File: config.mk
export PLATFORM = sky130hd
export DESIGN_NAME = boot_loader_ctrl_flat
export DESIGN_NICKNAME = d
export VERILOG_FILES = /design/src/rtl/boot_loader_ctrl_if.sv /design/src/rtl/boot_loader_ctrl.sv /design/src/flat_wrapper.sv
export SDC_FILE = /design/constraint.sdc
export NUM_CORES = 1
export LEC_CHECK = 0
export CAP_MARGIN = 20
export CORE_MARGIN = 10
export CORE_UTILIZATION = 53
export CTS_BUF_LIST = sky130_fd_sc_hd__clkbuf_2
export CTS_CLUSTER_SIZE = 16
export DETAILED_ROUTE_END_ITERATION = 8
export PLACE_DENSITY = 0.83
export SLEW_MARGIN = 25
export SYNTH_ARGS = -nofsm -noshare
export SYNTH_HDL_FRONTEND = slang
export SYNTH_SLANG_ARGS = --single-unit
File: constraint.sdc
create_clock -name clk -period 3.4 [get_ports clk]
set_input_delay 0.68 -clock clk [delete_from_list [all_inputs] [get_ports clk]]
set_output_delay 0.68 -clock clk [all_outputs]
set_load 0.01 [all_outputs]
File: src/rtl/boot_loader_ctrl_if.sv
// ROM read port and IMEM write port seen by the boot sequencer.
// The master side is the sequencer; the slave side is the memory subsystem.
interface boot_loader_ctrl_if #(
  parameter int ADDR_W = 8,
  parameter int DATA_W = 32
);
  logic              rom_rd;
  logic [ADDR_W-1:0] rom_addr;
  logic [DATA_W-1:0] rom_data;
  logic              imem_we;
  logic [ADDR_W-1:0] imem_addr;
  logic [DATA_W-1:0] imem_wdata;
  logic              imem_ready;

  modport master (
    output rom_rd, rom_addr, imem_we, imem_addr, imem_wdata,
    input  rom_data, imem_ready
  );

  modport slave (
    input  rom_rd, rom_addr, imem_we, imem_addr, imem_wdata,
    output rom_data, imem_ready
  );
endinterface

File: src/rtl/boot_loader_ctrl.sv
// Post-reset boot sequencer: copies the ROM program image into IMEM, verifies the
// trailing checksum word, then releases the CPU or parks it in reset with an error.
module boot_loader_ctrl #(
  parameter int ADDR_W     = 8,
  parameter int DATA_W     = 32,
  parameter int BOOT_WORDS = 64
) (
  input  logic               clk,
  input  logic               rst,
  input  logic               boot_en,
  boot_loader_ctrl_if.master bus,
  output logic               cpu_rst,
  output logic               boot_busy,
  output logic               boot_done,
  output logic               boot_err
);

  typedef enum logic [2:0] {
    S_IDLE, S_READ, S_WRITE, S_READ_CK, S_CHECK, S_RUN, S_ERROR
  } state_e;

  localparam logic [ADDR_W-1:0] LAST_IDX = ADDR_W'(BOOT_WORDS - 1);
  localparam logic [ADDR_W-1:0] CK_ADDR  = ADDR_W'(BOOT_WORDS);

  state_e            state_q, state_d;
  logic [ADDR_W-1:0] idx_q, idx_d;
  logic [DATA_W-1:0] sum_q, sum_d;

  logic              rom_rd_q, rom_rd_d;
  logic [ADDR_W-1:0] rom_addr_q, rom_addr_d;
  logic              imem_we_q, imem_we_d;
  logic [ADDR_W-1:0] imem_addr_q, imem_addr_d;
  logic              cpu_rst_q, cpu_rst_d;
  logic              busy_q, busy_d;
  logic              done_q, done_d;
  logic              err_q, err_d;

  always_comb begin
    // NOTE: every variable gets a default first so no path leaves it unassigned (no latch).
    state_d = state_q;
    idx_d   = idx_q;
    sum_d   = sum_q;

    unique case (state_q)
      S_IDLE:    state_d = boot_en ? S_READ : S_RUN;
      S_READ:    state_d = S_WRITE;
      S_WRITE: begin
        if (bus.imem_ready) begin
          sum_d = sum_q + bus.rom_data;
          if (idx_q == LAST_IDX) begin
            state_d = S_READ_CK;
          end else begin
            idx_d   = idx_q + 1'b1;
            state_d = S_READ;
          end
        end
      end
      S_READ_CK: state_d = S_CHECK;
      S_CHECK:   state_d = (bus.rom_data == sum_q) ? S_RUN : S_ERROR;
      default:   state_d = state_q;
    endcase

    // Outputs are decoded from the next state so the registered copy lines up with the state.
    rom_rd_d    = (state_d == S_READ) || (state_d == S_READ_CK);
    rom_addr_d  = '0;
    if (state_d == S_READ)    rom_addr_d = idx_d;
    if (state_d == S_READ_CK) rom_addr_d = CK_ADDR;
    imem_we_d   = (state_d == S_WRITE);
    imem_addr_d = (state_d == S_WRITE) ? idx_d : '0;
    busy_d      = (state_d == S_READ) || (state_d == S_WRITE) ||
                  (state_d == S_READ_CK) || (state_d == S_CHECK);
    done_d      = (state_d == S_RUN);
    err_d       = (state_d == S_ERROR);
    cpu_rst_d   = (state_d != S_RUN);
  end

  // NOTE: sequential state uses non-blocking assignments so every flop samples pre-edge values.
  always_ff @(posedge clk) begin
    if (rst) begin
      state_q     <= S_IDLE;
      idx_q       <= '0;
      sum_q       <= '0;
      rom_rd_q    <= 1'b0;
      rom_addr_q  <= '0;
      imem_we_q   <= 1'b0;
      imem_addr_q <= '0;
      cpu_rst_q   <= 1'b1;
      busy_q      <= 1'b0;
      done_q      <= 1'b0;
      err_q       <= 1'b0;
    end else begin
      state_q     <= state_d;
      idx_q       <= idx_d;
      sum_q       <= sum_d;
      rom_rd_q    <= rom_rd_d;
      rom_addr_q  <= rom_addr_d;
      imem_we_q   <= imem_we_d;
      imem_addr_q <= imem_addr_d;
      cpu_rst_q   <= cpu_rst_d;
      busy_q      <= busy_d;
      done_q      <= done_d;
      err_q       <= err_d;
    end
  end

  assign bus.rom_rd     = rom_rd_q;
  assign bus.rom_addr   = rom_addr_q;
  assign bus.imem_we    = imem_we_q;
  assign bus.imem_addr  = imem_addr_q;
  // Write data flows straight from the ROM output register while in WRITE.
  assign bus.imem_wdata = imem_we_q ? bus.rom_data : '0;
  assign cpu_rst        = cpu_rst_q;
  assign boot_busy      = busy_q;
  assign boot_done      = done_q;
  assign boot_err       = err_q;

endmodule

File: src/flat_wrapper.sv
// flat-port wrapper written by rule: the top's interface ports become plain ports
module boot_loader_ctrl_flat 
#(
  parameter int ADDR_W     = 8,
  parameter int DATA_W     = 32,
  parameter int BOOT_WORDS = 64
)
  (clk, rst, boot_en, cpu_rst, boot_busy, boot_done, boot_err, bus_rom_rd, bus_rom_addr, bus_imem_we, bus_imem_addr, bus_imem_wdata, bus_rom_data, bus_imem_ready);
  boot_loader_ctrl_if #(.ADDR_W(ADDR_W), .DATA_W(DATA_W)) bus_i ();
  input  logic clk;
  input  logic rst;
  input  logic boot_en;
  output logic cpu_rst;
  output logic boot_busy;
  output logic boot_done;
  output logic boot_err;
  output wire logic [$bits(bus_i.rom_rd)-1:0] bus_rom_rd;
  output wire logic [$bits(bus_i.rom_addr)-1:0] bus_rom_addr;
  output wire logic [$bits(bus_i.imem_we)-1:0] bus_imem_we;
  output wire logic [$bits(bus_i.imem_addr)-1:0] bus_imem_addr;
  output wire logic [$bits(bus_i.imem_wdata)-1:0] bus_imem_wdata;
  input wire logic [$bits(bus_i.rom_data)-1:0] bus_rom_data;
  input wire logic [$bits(bus_i.imem_ready)-1:0] bus_imem_ready;
  assign bus_rom_rd = bus_i.rom_rd;
  assign bus_rom_addr = bus_i.rom_addr;
  assign bus_imem_we = bus_i.imem_we;
  assign bus_imem_addr = bus_i.imem_addr;
  assign bus_imem_wdata = bus_i.imem_wdata;
  assign bus_i.rom_data = bus_rom_data;
  assign bus_i.imem_ready = bus_imem_ready;
  boot_loader_ctrl #(.ADDR_W(ADDR_W), .DATA_W(DATA_W), .BOOT_WORDS(BOOT_WORDS)) u_core (.clk(clk), .rst(rst), .boot_en(boot_en), .bus(bus_i), .cpu_rst(cpu_rst), .boot_busy(boot_busy), .boot_done(boot_done), .boot_err(boot_err));
endmodule
==> flow_summary.toml, run 1 <==
[outcome]
status = "finished clean"

[route]
wl_per_cell_um = 16.47
final_antenna_net_count = 0
drtIter0Drc = 292
vias = 4401
drt_wl_total_um = 12450
drc = 0
dr.pass1.iters = 5
via_per_inst = 5.821

[critical_path]
crit_arrival_ns = 3.71
cp_max_fo = 7
reg2reg_to = "u_core.bus.rom_addr[2]"
crit_path_start = "bus_rom_data[27]"
cp-end-kind = "flop"
cp-endpoint = "u_core.bus.rom_addr[2]"
rrSetupSlack_ns = 0.43
rr_worst_depth = 11
crit_type = "input pin to flop"
start_kind = "input pin"
r2r-start = "u_core.sum_q[1]"
required_ns = 3.86

[place]
portBuffers = 89
gp_congestion = 0.9550
place_hpwl_um = 9289

[power]
p_clk_frac = 0.258
power_density_nw_per_um2 = 364.8
power.total_w = 0.002025
leakage_nw = 2.211
irDropWorstVdd_uv = 308.2
pwr-share-comb = 0.322
p_sw_w = 0.0007179
p_seq_frac = 0.419
p_int_w = 0.001307
switching_share = 0.3545

[floorplan]
die_h_um = 109.4
core_um2 = 7767
die_w_um = 109.4
fp-row-count = 32
io_pins = 90
fp.dieArea_um2 = 11970
initial_core_util = 0.5456

[sta]
min_period_ns = 3.250
fin_skew_ns = 0.03474
worst_slew_pin_slew_ns = 0.5985
fmax_mhz = 307.7
period_share = 0.9558
final_hold_viol_count = 0
setup_viol = 0
relSlewSlack = 0.5973
final_max_slew_viol_count = 0
grt_setup_unrepaired = "false"

[clock_network]
tritoncts = "built"
cts_buffer_depth = 2
postCtsSetupRepairBufs = 0
cts_buffers = 9
clockRootBuffer = "clkbuf_2"
h-tree-depth = 3
cts_resized = 0
clk_latency_ns = 0.54
cts.sinks = 65
postCtsHoldBufs = 0
clk_pin_slew_ns = 0.23

[logic_synthesis]
synth_area_um2 = 4238
syn_nets = 612
synth_ff_type = "dfxtp_1"
avgSynthCellArea_um2 = 7.804
yosysUniqueCellTypes = 51
synth_edf_count = 0
ys_ff_latch = 65
yosys_warnings = 0
ys_async_sr_fraction = 0
synthCells = 543
yosysSeqAreaShare = 0.3071

[finish]
n_antenna_cell = 0
area_delta_synth_final_pct = 30.97
postLayoutCoreUtil = 0.7146
n_fill_cell = 651
seqCellArea_um2 = 1301
drive_above_1_share = 0.08410
multi_input_area_um2 = 2778
fin_nets = 718

[global_route]
track_usage = 0.2043
grt_antenna_before_repair = 0
grt_max_degree = 42
first_global_vias = 4292
grt-ovfl-total = 0
grt_pass1_wl_um = 20150

[min_path]
hold_class = "flop to flop"

[run]
drv_cap = 0
-- critical path, stage by stage --
cell and delay, ns:
clkdlybuf4s50_1 0.44, ha_1 0.33, nor4_1 0.57, nand4_1 0.16, o31ai_1 0.38, nand2_1 0.09, o21a_1 0.20, nor4_1 0.43
nand2_1 0.29, nor2_1 0.14
-- cell type report --
class | count | share of cell area
Sequential cell | 65 | 0.2344
Clock buffer | 9 | 0.008115
Inverter | 16 | 0.01082
Timing Repair Buffer | 121 | 0.2083
Multi-Input combinational cell | 436 | 0.5005
Tap cell | 102 | 0.02299
Clock inverter | 7 | 0.01488
-- layout by cell type (no fill, tap or decap), drive strengths merged, types with 7 or more instances in the layout --
cell and count:
nor3 9, a21oi 60, o21ai 23, nor3b 7, dfxtp 65, inv 20
nand3 9, nand3b 8, clkbuf 9, clkdlybuf4s50 89, nand2 60, nand2b 7
a31oi 7, a21o 11, nor2 49, nand4 10, nor2b 10, nor4 9
and2 35, ha 32, buf 32, xor2 10, xnor2 13
-- flip-flops by register name, indices dropped and copies added, names as in the netlist --
name                  count
u_core.cpu_rst            1
u_core.boot_done          1
u_core.sum_q             32
u_core.idx_q              8
u_core.bus.rom_rd         1
u_core.boot_err           1
u_core.state_q            3
u_core.bus.imem_addr      8
u_core.boot_busy          1
u_core.bus.rom_addr       8
u_core.bus.imem_we        1
-- cells by family (layout without fill, tap and decap cells) --
kind of cell	count (synthesis)	count (layout)	share of synthesized area
AO/OA/AOI/OAI	150	150	0.2262
XOR/XNOR	23	23	0.04753
adder cells (fa/ha/maj)	33	33	0.09920
buffers and inverters	42	153	0.03897
flip-flops	65	65	0.3071
multiplexers	4	4	0.009448
AND/OR/NAND/NOR	226	226	0.2716
-- how the worst min path moves through the flow --
| stage | startpoint | end | depth (start not counted) |
|---|---|---|---|
| 4_1_cts | u_core.sum_q[3] | u_core.sum_q[3] | 2 |
| 3_3_place_gp | u_core.sum_q[22] | u_core.sum_q[22] | 2 |
| 5_1_grt | u_core.sum_q[7] | u_core.sum_q[7] | 2 |
| 3_5_place_dp | u_core.sum_q[13] | u_core.sum_q[13] | 2 |
| 6_report | u_core.sum_q[13] | u_core.sum_q[13] | 2 |
| 2_1_floorplan | u_core.sum_q[22] | u_core.sum_q[22] | 2 |
-- per-stage QoR --
step | setup slack, ns | cells | hold slack (ns) | instance area [µm²] | setup TNS (ns)
6_report | 0.1503 | 756 | 0.4720 | 5550 | 0
2_1_floorplan | 0.5208 | 543 | 0.4292 | 4238 | 0
5_1_grt | 0.002200 | 756 | 0.4920 | 5550 | 0
4_1_cts | 0.1993 | 756 | 0.4758 | 5550 | 0
3_5_place_dp | -0.3545 | 740 | 0.4513 | 5423 | -3.791
3_3_place_gp | -0.2499 | 740 | 0.4407 | 5423 | -2.386
-- per-layer routing --
metal	global-route usage	share of wire	up-vias
li1	-	-	2161
met1	0.2398	0.42	2044
met2	0.3441	0.48	178
met3	0.05676	0.089	18
met4	0.08364	0.014	0
met5	0	0	-
-- Yosys cell counts (all sizes together) (3+ instances only) --
library cell / number / area share
dfxtp: 65 / 0.31
and3: 4 / 0.0059
a21oi: 60 / 0.074
o31ai: 6 / 0.011
o211ai: 6 / 0.011
a311oi: 4 / 0.0083
a21boi: 4 / 0.0071
o21ai: 23 / 0.027
o2111ai: 3 / 0.0062
nor3b: 7 / 0.012
and2: 35 / 0.052
nand3: 9 / 0.011
a211oi: 5 / 0.010
a21o: 11 / 0.019
a311o: 3 / 0.0071
mux2i: 4 / 0.0094
nand3b: 8 / 0.014
nand2b: 7 / 0.010
ha: 32 / 0.094
xor2: 10 / 0.021
nor4: 9 / 0.013
nor3: 9 / 0.011
a31oi: 7 / 0.010
nand4: 10 / 0.015
inv: 16 / 0.014
xnor2: 13 / 0.027
o21bai: 5 / 0.0089
nand2: 60 / 0.053
nor2: 49 / 0.043
o21a: 3 / 0.0053
nor2b: 10 / 0.015
clkbuf: 24 / 0.021
-- power by group through the flow --
| stage | clock network, W | logic (W) | registers (W) |
|---|---|---|---|
| final | 0.000523 | 0.000653 | 0.000849 |
| after global routing | 0.000562 | 0.000713 | 0.000857 |
| after CTS | 0.000527 | 0.000650 | 0.000849 |
| after detailed placement | 0 | 0.000646 | 0.000865 |
| after global placement | 0 | 0.000628 | 0.000860 |
| after floorplan | 0 | 0.000379 | 0.000853 |
(Power assumes the default switching activity.)
==> run 2: changes to the inputs <==
--- a/config.mk
+++ b/config.mk
@@ -6,12 +6,14 @@
 export NUM_CORES = 1
 export LEC_CHECK = 0
 export CAP_MARGIN = 20
+export CORE_ASPECT_RATIO = 0.8
 export CORE_MARGIN = 10
-export CORE_UTILIZATION = 53
-export CTS_BUF_LIST = sky130_fd_sc_hd__clkbuf_2
+export CORE_UTILIZATION = 52
+export CTS_BUF_LIST = sky130_fd_sc_hd__clkbuf_16
 export CTS_CLUSTER_SIZE = 16
 export DETAILED_ROUTE_END_ITERATION = 8
-export PLACE_DENSITY = 0.83
+export PLACE_DENSITY = 0.81
+export SKIP_LAST_GASP = 1
 export SLEW_MARGIN = 25
 export SYNTH_ARGS = -nofsm -noshare
 export SYNTH_HDL_FRONTEND = slang
==> run 2 against run 1 <==
Against the previous run: via count rose by 2.5%; global-route usage rose by 0.36 points; routed wire length rose by 5.0%; register-to-register slack improved by 0.28 ns; highest routed layer unchanged.
==> flow_summary.toml, run 2 (synthesis results as in run 1) <==
[clock_network]
cts_buffers = 9
h-tree-depth = 3
tritoncts = "built"
postCtsSetupRepairBufs = 0
clk_pin_slew_ns = 0.06
cts_buffer_depth = 2
clockRootBuffer = "clkbuf_16"
postCtsHoldBufs = 0
clk_latency_ns = 0.34
cts.sinks = 65

[outcome]
status = "finished clean"

[route]
drt_wl_total_um = 13080
dr.pass1.iters = 7
vias = 4509
wl_per_cell_um = 16.87
drtIter0Drc = 379
via_per_inst = 5.818
final_antenna_net_count = 0
drc = 0

[critical_path]
slowest_delay_ns = 0.45
crit_type = "input pin to flop"
crit_slowest_cell = "clkdlybuf4s50_1"
crit_arrival_ns = 3.45
cp-end-kind = "flop"
cp_common_cell = "a21oi_2"
start_kind = "input pin"
required_ns = 3.67
cp_max_fo = 3
crit_chain = "clkdlybuf4s50_1, ha_1, a211oi_2, o211ai_1, a21oi_2, a311oi_1, o41a_1, or4_1, a31o_1, a21oi_2"

[sta]
fin_skew_ns = 0.008890
grt_setup_unrepaired = "false"
tns_ns = 0
fmax_mhz = 314.2
min_period_ns = 3.183
worst_slew_pin_slew_ns = 0.5615
timing.hold.ws_ns = 0.4566
final_max_slew_viol_count = 0
setup_viol = 0
relSlewSlack = 0.6252
period_share = 0.9362
final_hold_viol_count = 0

[power]
leakage_nw = 2.335
irDropWorstVdd_uv = 311.7
power_density_nw_per_um2 = 418.8

[finish]
fin_cells = 775
postLayoutCoreUtil = 0.7325
fin_area_um2 = 5821
top_register = "u_core.sum_q"
drive_above_1_share = 0.1034
area_delta_synth_final_pct = 37.35
n_antenna_cell = 0
mostFrequentLayoutCells = "89 x clkdlybuf4s50_1, 65 x dfxtp_1, 60 x nand2_1"
fin_nets = 731
n_fill_cell = 617
largest_register_ffs = 32
final_common_cell = "clkdlybuf4s50_1"

[run]
drv_cap = 0

[floorplan]
die_h_um = 100.7
die_w_um = 120.9
fp-row-count = 29
io_pins = 90
fp.dieArea_um2 = 12180
initial_core_util = 0.5333
core_um2 = 7946

[place]
gp_congestion = 0.9425
placedCellCount = 759
place_hpwl_um = 9955
place_area_um2 = 5528
portBuffers = 89

[min_path]
hold_class = "flop to flop"

[global_route]
grt_pass1_wl_um = 21090
grt_max_degree = 37
grt_antenna_before_repair = 0
first_global_vias = 4366
grt-ovfl-total = 0
track_usage = 0.2079
==> run 2: cell count changes in the layout (fill, tap and decap cells not counted) <==
cell       delta
clkinv_4      +1
nor4_1        -1
bufinv_16     -1
clkbuf_16     +9
buf_4        +13
clkbuf_2      -9
nor4_2        +1
==> run 2: metal layers <==
| layer | routed length [µm] | global-route usage | part of all wire | up-vias |
|---|---|---|---|---|
| li1 | - | - | - | 2195 |
| met1 | 5874 | 0.2764 | 0.45 | 2096 |
| met2 | 5995 | 0.3350 | 0.46 | 200 |
| met3 | 1059 | 0.04479 | 0.081 | 18 |
| met4 | 147 | 0.04907 | 0.011 | 0 |
| met5 | 0 | 0 | 0 | - |
==> run 2: stage by stage <==
stage,setup slack [ns],total power (W)
detailed placement,-0.1426,0.001536
CTS,0.1558,0.002433
finish,0.2169,0.002438
floorplan,0.5208,0.001232
global route,0.003770,0.002540
global placement,-0.008109,0.001519
==> run 2: worst paths after layout <==
path / to / from / cells past startpoint / slack (ns)
max reg2reg: u_core.sum_q[31] / u_core.sum_q[2] / 9 / 0.71
min reg2reg: u_core.sum_q[17] / u_core.sum_q[17] / 2 / 0.46
max: u_core.sum_q[31] / bus_rom_data[1] / 10 / 0.22
min: u_core.sum_q[17] / u_core.sum_q[17] / 2 / 0.46
==> run 2: repair_timing <==
| item | in CTS | in global routing |
|---|---|---|
| hold endpoints to repair | 0 | 0 |
| setup endpoints to repair | 0 | 8 |
| resized for setup | 0 | 1 |
==> run 2: area by class of cell <==
class                   count  area, µm²  share of cell area
multi-input cells         436       2784              0.4783
clock buffers               9      225.2             0.03869
flip-flops and latches     65       1301              0.2236
well taps                 108      135.1             0.02322
repair buffers            134       1254              0.2154
inverters                  16      60.06             0.01032
clock inverters             7      61.31             0.01053
==> run 2: worst max-delay path, delay by kind of cell <==
| kind | cells | cell delay, ns |
|---|---|---|
| buffers and inverters | 1 | 0.45 |
| adders and majority gates | 1 | 0.34 |
| and+or+nand+nor | 1 | 0.43 |
| AOI/OAI and AO/OA | 7 | 1.57 |
==> run 2: power breakdown <==
group	switching [W]	internal (W)
clock network	0.000394	0.000507
logic	0.000351	0.000334
registers	0.0000427	0.000809
total	0.000787	0.00165
